[src/rtl/apb_regfile_slave.sv]
`default_nettype none
// ============================================================================
// Module : apb_regfile_slave
// Brief  : APB3 completer with NUM_REGS RW registers, a read-only write counter
//          and programmable wait states. Build macro APB_REGFILE_SLVERR_EN
//          enables the pslverr error response (tied low otherwise).
// Rev    : 1.0
// ============================================================================
module apb_regfile_slave #(
    parameter int          NUM_REGS    = 8,
    parameter logic [31:0] BASE_ADDR   = 32'h0000_A000,
    parameter int          WAIT_STATES = 1
) (
    input  logic        pclk,
    input  logic        preset_n,
    input  logic        psel,
    input  logic        penable,
    input  logic        pwrite,
    input  logic [31:0] paddr,
    input  logic [31:0] pwdata,
    output logic [31:0] prdata,
    output logic        pready,
    output logic        pslverr
);

    localparam int              L         = $clog2(NUM_REGS);
    localparam int              IDXW      = L + 1;
    localparam logic [IDXW-1:0] CNT_IDX   = IDXW'(NUM_REGS);
    localparam logic [3:0]      WAIT_INIT = 4'(WAIT_STATES);

    typedef enum logic [1:0] {
        S_IDLE  = 2'd0,
        S_WAIT  = 2'd1,
        S_READY = 2'd2
    } state_t;

    state_t      state_q;
    logic [31:0] regs_q [NUM_REGS];
    logic [31:0] wr_count_q;
    logic [3:0]  wcnt_q;
    logic        write_q;
    logic        reg_hit_q;
    logic        cnt_hit_q;
    logic [L-1:0] ridx_q;
    logic        pready_q;
    logic [31:0] prdata_q;

    logic [IDXW-1:0] addr_idx;
    logic            addr_in_win;
    logic            addr_aligned;
    logic            addr_reg;
    logic            addr_cnt;
    logic            setup;
    logic            go_ready;

    assign addr_idx     = paddr[L+2:2];
    assign addr_in_win  = (paddr[31:L+3] == BASE_ADDR[31:L+3]);
    assign addr_aligned = (paddr[1:0] == 2'b00);
    assign addr_reg     = addr_in_win && addr_aligned && (addr_idx < CNT_IDX);
    assign addr_cnt     = addr_in_win && addr_aligned && (addr_idx == CNT_IDX);
    assign setup        = psel && !penable;

    // With zero wait states READY is entered straight from the setup edge, so
    // the response is built from the live decode there and from the latched one otherwise.
    logic         src_write;
    logic         src_reg;
    logic         src_cnt;
    logic [L-1:0] src_idx;
    logic [31:0]  rd_value;

    always_comb begin
        src_write = write_q;
        src_reg   = reg_hit_q;
        src_cnt   = cnt_hit_q;
        src_idx   = ridx_q;
        if (state_q == S_IDLE) begin
            src_write = pwrite;
            src_reg   = addr_reg;
            src_cnt   = addr_cnt;
            src_idx   = addr_idx[L-1:0];
        end
    end

    always_comb begin
        rd_value = 32'h0;
        if (!src_write) begin
            if (src_reg) begin
                rd_value = regs_q[src_idx];
            end else if (src_cnt) begin
                rd_value = wr_count_q;
            end
        end
    end

    assign go_ready = ((state_q == S_IDLE) && setup && (WAIT_STATES == 0)) ||
                      ((state_q == S_WAIT) && psel && (wcnt_q == 4'd1));

`ifdef APB_REGFILE_SLVERR_EN
    logic src_err;
    logic pslverr_q;
    assign src_err = !(src_reg || src_cnt) || (src_write && src_cnt);
    assign pslverr = pslverr_q;
`else
    assign pslverr = 1'b0;
`endif

    always_ff @(posedge pclk or negedge preset_n) begin
        if (!preset_n) begin
            state_q    <= S_IDLE;
            for (int i = 0; i < NUM_REGS; i++) begin
                regs_q[i] <= 32'h0;
            end
            wr_count_q <= 32'h0;
            wcnt_q     <= 4'd0;
            write_q    <= 1'b0;
            reg_hit_q  <= 1'b0;
            cnt_hit_q  <= 1'b0;
            ridx_q     <= '0;
            pready_q   <= 1'b0;
            prdata_q   <= 32'h0;
`ifdef APB_REGFILE_SLVERR_EN
            pslverr_q  <= 1'b0;
`endif
        end else begin
            pready_q  <= go_ready;
            prdata_q  <= go_ready ? rd_value : 32'h0;
`ifdef APB_REGFILE_SLVERR_EN
            pslverr_q <= go_ready && src_err;
`endif
            case (state_q)
                S_IDLE: begin
                    if (setup) begin
                        write_q   <= pwrite;
                        reg_hit_q <= addr_reg;
                        cnt_hit_q <= addr_cnt;
                        ridx_q    <= addr_idx[L-1:0];
                        wcnt_q    <= WAIT_INIT;
                        state_q   <= (WAIT_STATES == 0) ? S_READY : S_WAIT;
                    end
                end
                S_WAIT: begin
                    if (!psel) begin
                        state_q <= S_IDLE;
                    end else begin
                        wcnt_q <= wcnt_q - 4'd1;
                        if (wcnt_q == 4'd1) begin
                            state_q <= S_READY;
                        end
                    end
                end
                S_READY: begin
                    state_q <= S_IDLE;
                    // Only a RW-register hit can write; every error case fails this test.
                    if (psel && write_q && reg_hit_q) begin
                        regs_q[ridx_q] <= pwdata;
                        wr_count_q     <= wr_count_q + 32'd1;
                    end
                end
                default: state_q <= S_IDLE;
            endcase
        end
    end

    assign pready = pready_q;
    assign prdata = prdata_q;

endmodule
`default_nettype wire

[config.mk]
export PLATFORM = sky130hd
export DESIGN_NAME = apb_regfile_slave
export DESIGN_NICKNAME = d
export VERILOG_FILES = /design/src/rtl/apb_regfile_slave.sv
export SDC_FILE = /design/constraint.sdc
export NUM_CORES = 1
export LEC_CHECK = 0
export CAP_MARGIN = 20
export CORE_UTILIZATION = 55
export CTS_BUF_LIST = sky130_fd_sc_hd__clkbuf_8
export DETAILED_ROUTE_END_ITERATION = 10
export PLACE_DENSITY = 0.87
export SETUP_SLACK_MARGIN = 0.02
export SLEW_MARGIN = 10
export SYNTH_ARGS = -nofsm -noshare
export SYNTH_HDL_FRONTEND = slang
export SYNTH_SLANG_ARGS = --single-unit
[constraint.sdc]
create_clock -name pclk -period 4.2 [get_ports pclk]
set_input_delay 0.84 -clock pclk [delete_from_list [all_inputs] [get_ports pclk]]
set_output_delay 0.84 -clock pclk [all_outputs]
set_load 0.03 [all_outputs]
# == Word level (Yosys, flattened, before mapping) ==
# Cells that the tools add are included.
# totals
elab_cells,71
regBits,333
output_inout_bits,34
input_bits,69
# op_classes
reduce_logical,17
magnitude_cmp,4
n_addsub,2
n_bitwise,2
n_mux,21
n_eq_ne,8
# ops
operator,n
$bwmux 256,1
$mux 32,7
$bmux 32 s3,1
$demux 32 s3,1
$add 32x1->32 const B,1
$eq 26x10->1 const B,1
$logic_and 1x1->1,9
$ge 4x4->1 const B,2
$mux 4,2
$not 3->4,2
$pmux 4 s2,1
$mux 2,3
$reduce_and 2->1,3
$eq 4x1->1 const B,1
$eq 4x4->1 const B,1
$logic_not 2->1,2
$lt 4x1->1 const B,1
$lt 4x4->1 const B,1
$ne 2x2->1 const B,2
$pmux 2 s2,1
$sub 4x1->4 const B,1
$mux 1,3
$mux 3,1
$ne 3x2->1 const B,1
5 further kinds,5

# == Longest topological paths before layout ==
# logic_depth
depth_word,9
mapped_depth,9
depth_no_buf,7

# == Least setup slack after synthesis ==
# Ideal clock, no wire load.
# synth_timing
kind,input to register
from,input paddr[2]
to,register prdata_q[23] (netlist: prdata[23])
arrival_time_ns,2.150
setup_time_ns,0.122
required_time_ns,4.078
path_buffers,4
slack_ns,1.929
cell_stages,9
path_cell_list,or3b_1 > buf_2 > and2_4 > buf_6 > buf_6 > buf_6 > nand2_1 > a31oi_1 > a32o_1
# synth_via
elab_chain_cells,8
elab_cells_between_ends,15
cone_classes,order compare (1); eq/ne (1); mux (10); bitwise (1); reduce/logical (2)
# synth_lines
element,line_no,rtl
from (decl),19,"input logic [31:0] paddr,"
$mux 3,76,if (state_q == S_IDLE) begin
$not 3->4 (not written as such),88,rd_value = regs_q[src_idx];
$bmux 32 s3,88,
$mux 32 (not written as such) (2 in a row),88,
$mux 32 *,87,if (src_reg) begin
$mux 32 *,86,if (!src_write) begin
$mux 32 *,126,prdata_q <= go_ready ? rd_value : 32'h0;
to (signal assigned),126,
to (decl),46,logic [31:0] prdata_q;
# Mark *: on every way between the ends. The rest lies on a longest branch, timed or not. The select of a mux whose other input is x is not followed.
# A chain may end at the register's enable or synchronous reset.

# == Worst setup path in the final report ==
# layout_timing
from,input paddr[2]
to,register prdata_q[5] (netlist: prdata[5])
# Same word-level chain as after synthesis.

==> impl_metrics.py <==
metrics = {
    "global_route": {
        "grtUsageTotal_pct": 27.7,
        "grt_overflow_total": 0,
        "vias_in_the_first_global_route": 11215,
        "antenna_found_initial": 0,
        "grt_max_degree": 106,
        "global_route_wire_length_before_repair_um": 60200,
    },
    "route": {
        "wirelength_um": 37400,
        "initialDrtViolationCount": 948,
        "drt.antenna.violating_nets": 0,
        "drt-pass1-iter-count": 7,
        "detail_route.drc_violations": 12,
        "num_vias": 10747,
        "routed_via_density": 6.29,
        "route.detailed.wl_per_inst_um": 21.9,
    },
    "floorplan": {
        "fp.dieH_um": 166,
        "rows": 59,
        "floorplan.core_area_um2": 26200,
        "design.die.area_um2": 27500,
        "io_pins": 103,
        "die_w_um": 166,
        "initial_core_util_pct": 56.3,
    },
    "placement": {
        "place_congestion": 0.785,
        "dpl-instance-area_um2": 16100,
        "dp.final_hpwl_um": 21900,
        "number_of_buffer_cells_added_on_primary_ports": 101,
    },
    "timing": {
        "hold_viol": 0,
        "achievable-frequency_mhz": 349,
        "drv_slew": 0,
        "worst-slew-pin-transition_ns": 1.05,
        "finalSetupViolCount": 0,
        "slew_headroom_pct": 29.7,
        "rsz0062_at_grt": "no",
        "fin_setup_tns_ns": 0,
        "skew_ns": 0.0260,
        "fin_crit_sh_pct": 68.1,
        "layout_min_cycle_time_ns": 2.86,
    },
    "synth": {
        "synthArstFlopShare_pct": 100,
        "yosysUniqueCellTypes": 39,
        "synth_edf_count": 0,
        "synth.largest_area_cell": "sky130_fd_sc_hd__dfrtp_1",
        "synth_seq_area_share_pct": 56.4,
        "yosysWarnings": 0,
        "syn_area_um2": 14800,
        "synth.area.top_cells": "sky130_fd_sc_hd__dfrtp_1, sky130_fd_sc_hd__mux2_2, sky130_fd_sc_hd__nand2_1",
        "synth-main-ff-cell": "sky130_fd_sc_hd__dfrtp_1",
        "synthesis.area_per_instance_um2": 12.0,
        "synth.net_count": 1303,
        "post_synth_most_frequent_cells": "sky130_fd_sc_hd__dfrtp_1, sky130_fd_sc_hd__mux2_2, sky130_fd_sc_hd__nand2_1",
        "synth_seq_cells": 333,
        "synth_most_common_cell": "sky130_fd_sc_hd__dfrtp_1",
        "postSynthCellCount": 1231,
        "synth.top_cell.area_share_pct": 56.4,
    },
    "cells_and_area": {
        "drive_above_1_share_pct": 25.3,
        "syn_to_final_growth_pct": 16.8,
        "fin_nets": 1408,
        "fill_cells": 1817,
        "finish.utilization_pct": 65.8,
        "diodes": 0,
        "design_area_um2": 17200,
    },
    "clock_tree": {
        "cts-hold-fix-buffers": 0,
        "tritoncts_num_sinks": 333,
        "cts.root.buffer_cell": "sky130_fd_sc_hd__clkbuf_8",
        "cts_post_setup_buffers_inserted": 0,
        "tritoncts": "built",
        "cts-root-to-sink-buffers": 3,
        "post_cts_resized": 0,
        "htree_num_levels": 2,
        "cts_buffers": 52,
        "clkLatencyLatePin_ns": 0.58,
        "clk_pin_slew_worst_paths_ns": 0.06,
    },
    "critical_path": {
        "rr_startpoint": "state_q[0]$_DFFE_PN0P_",
        "critPathLaunchType": "input port",
        "worst-endpoint-required_ns": 4.72,
        "critical_path.startpoint": "paddr[2]",
        "crit_end_element": "register",
        "path_max_fanout": 40,
        "timing.reg2reg.worst_path_depth": 5,
        "critical_path_class": "input port to register",
        "timing.critical_path.arrival_ns": 3.38,
    },
    "run": {
        "max_cap_viols": 0,
    },
    "worst_hold_path": {
        "hold_path_class": "input port to asynchronous set/reset pin",
    },
    "status": {
        "outcome": "complete, but fails checks",
        "failing_checks": "design-rule violations",
    },
    "power": {
        "p_leak_nw": 8.29,
        "vdd.ir_drop.worst_mv": 0.279,
        "pwr_density_cell_nw_per_um2": 421,
    },
}
## final timing paths
kind / end / slack [ns]
hold reg to reg: cnt_hit_q$_DFFE_PN0P_ / 0.48
setup / recovery: prdata[5]$_DFF_PN0_ / 1.34
hold / removal: pready$_DFF_PN0_ / 0.27
setup reg to reg: prdata[18]$_DFF_PN0_ / 1.48
min in group pclk: cnt_hit_q$_DFFE_PN0P_ / 0.48
max in group asynchronous: regs_q[103]$_DFFE_PN0P_ / 2.93
## stage by stage
step                      setup slack [ns]  total power, mW  hold slack [ns]  instances
after floorplan                       1.93             4.05            0.443       1231
after global placement               0.903             4.47            0.456       1615
after detailed placement             0.820             4.52            0.463       1616
after CTS                             1.40             7.25            0.288       1707
after global routing                  1.26             7.53            0.296       1708
final                                 1.34             7.27            0.272       1708
## final cells by class
class | instances | area, µm² | share of cell area (%)
sequential | 333 | 8330 | 48.3
clock inverter | 23 | 126 | 0.733
inverter | 7 | 26.3 | 0.152
timing repair buffer | 133 | 1330 | 7.74
tap | 335 | 419 | 2.43
multi-input combinational | 809 | 6060 | 35.2
clock buffer | 68 | 936 | 5.43
## placed cells by master (no fill, tap or decap), drive strengths merged, types with 3 or more instances in the layout
master / count
dfrtp: 333
mux2: 257
nand2: 224
clkdlybuf4s50: 100
clkbuf: 68
a31oi: 64
and3: 38
a21oi: 33
buf: 33
a211oi: 32
a32o: 32
xnor2: 25
inv: 24
nor2: 19
nand4: 19
nor4: 9
xor2: 8
nand3: 8
o21ai: 7
nand3b: 5
clkinv: 4
nand2b: 3
nor3: 3
nor4b: 3
ha: 3
and2: 3
## cell families after synthesis
kind of cell               after synthesis  synth area share, %
and+or+nand+nor                        346                 10.9
xor gates and xnor gates                33                 1.96
DFF                                    333                 56.4
buffers and inverters                   89                 2.91
muxes                                  257                 19.6
adders and majority gates                3                0.254
AOI/OAI and AO/OA                      169                 7.92
other                                    1               0.0254
## flip-flops by register name, summed over array words and instances, names as in the netlist
| register | cells |
|---|---|
| cnt_hit_q | 1 |
| prdata | 32 |
| pready | 1 |
| reg_hit_q | 1 |
| regs_q | 256 |
| ridx_q | 3 |
| state_q | 2 |
| wcnt_q | 4 |
| wr_count_q | 32 |
| write_q | 1 |
## routing by layer
layer / up-vias / share of wire, % / track usage (%)
met3: 104 / 7.1 / 5.20
met5: - / 0 / 0
met2: 500 / 49 / 46.5
met4: 0 / 3.2 / 10.8
li1: 4625 / - / -
met1: 5518 / 40 / 35.8
## worst max-delay path: stages
cell and delay [ns]:
sky130_fd_sc_hd__clkdlybuf4s50_1 0.54, sky130_fd_sc_hd__or3b_1 0.54, sky130_fd_sc_hd__nand2_4 0.47, sky130_fd_sc_hd__buf_4 0.42
sky130_fd_sc_hd__a211oi_1 0.15, sky130_fd_sc_hd__a31oi_1 0.22, sky130_fd_sc_hd__a32o_1 0.18
## power breakdown
part | internal (mW) | switching (mW) | leakage (nW) | total, mW
sequential | 3.24 | 0.0662 | 4.63 | 3.31
combinational | 0.343 | 0.862 | 3.05 | 1.20
clock | 1.50 | 1.25 | 0.609 | 2.75
No activity file was read; power rests on OpenSTA's default activity.
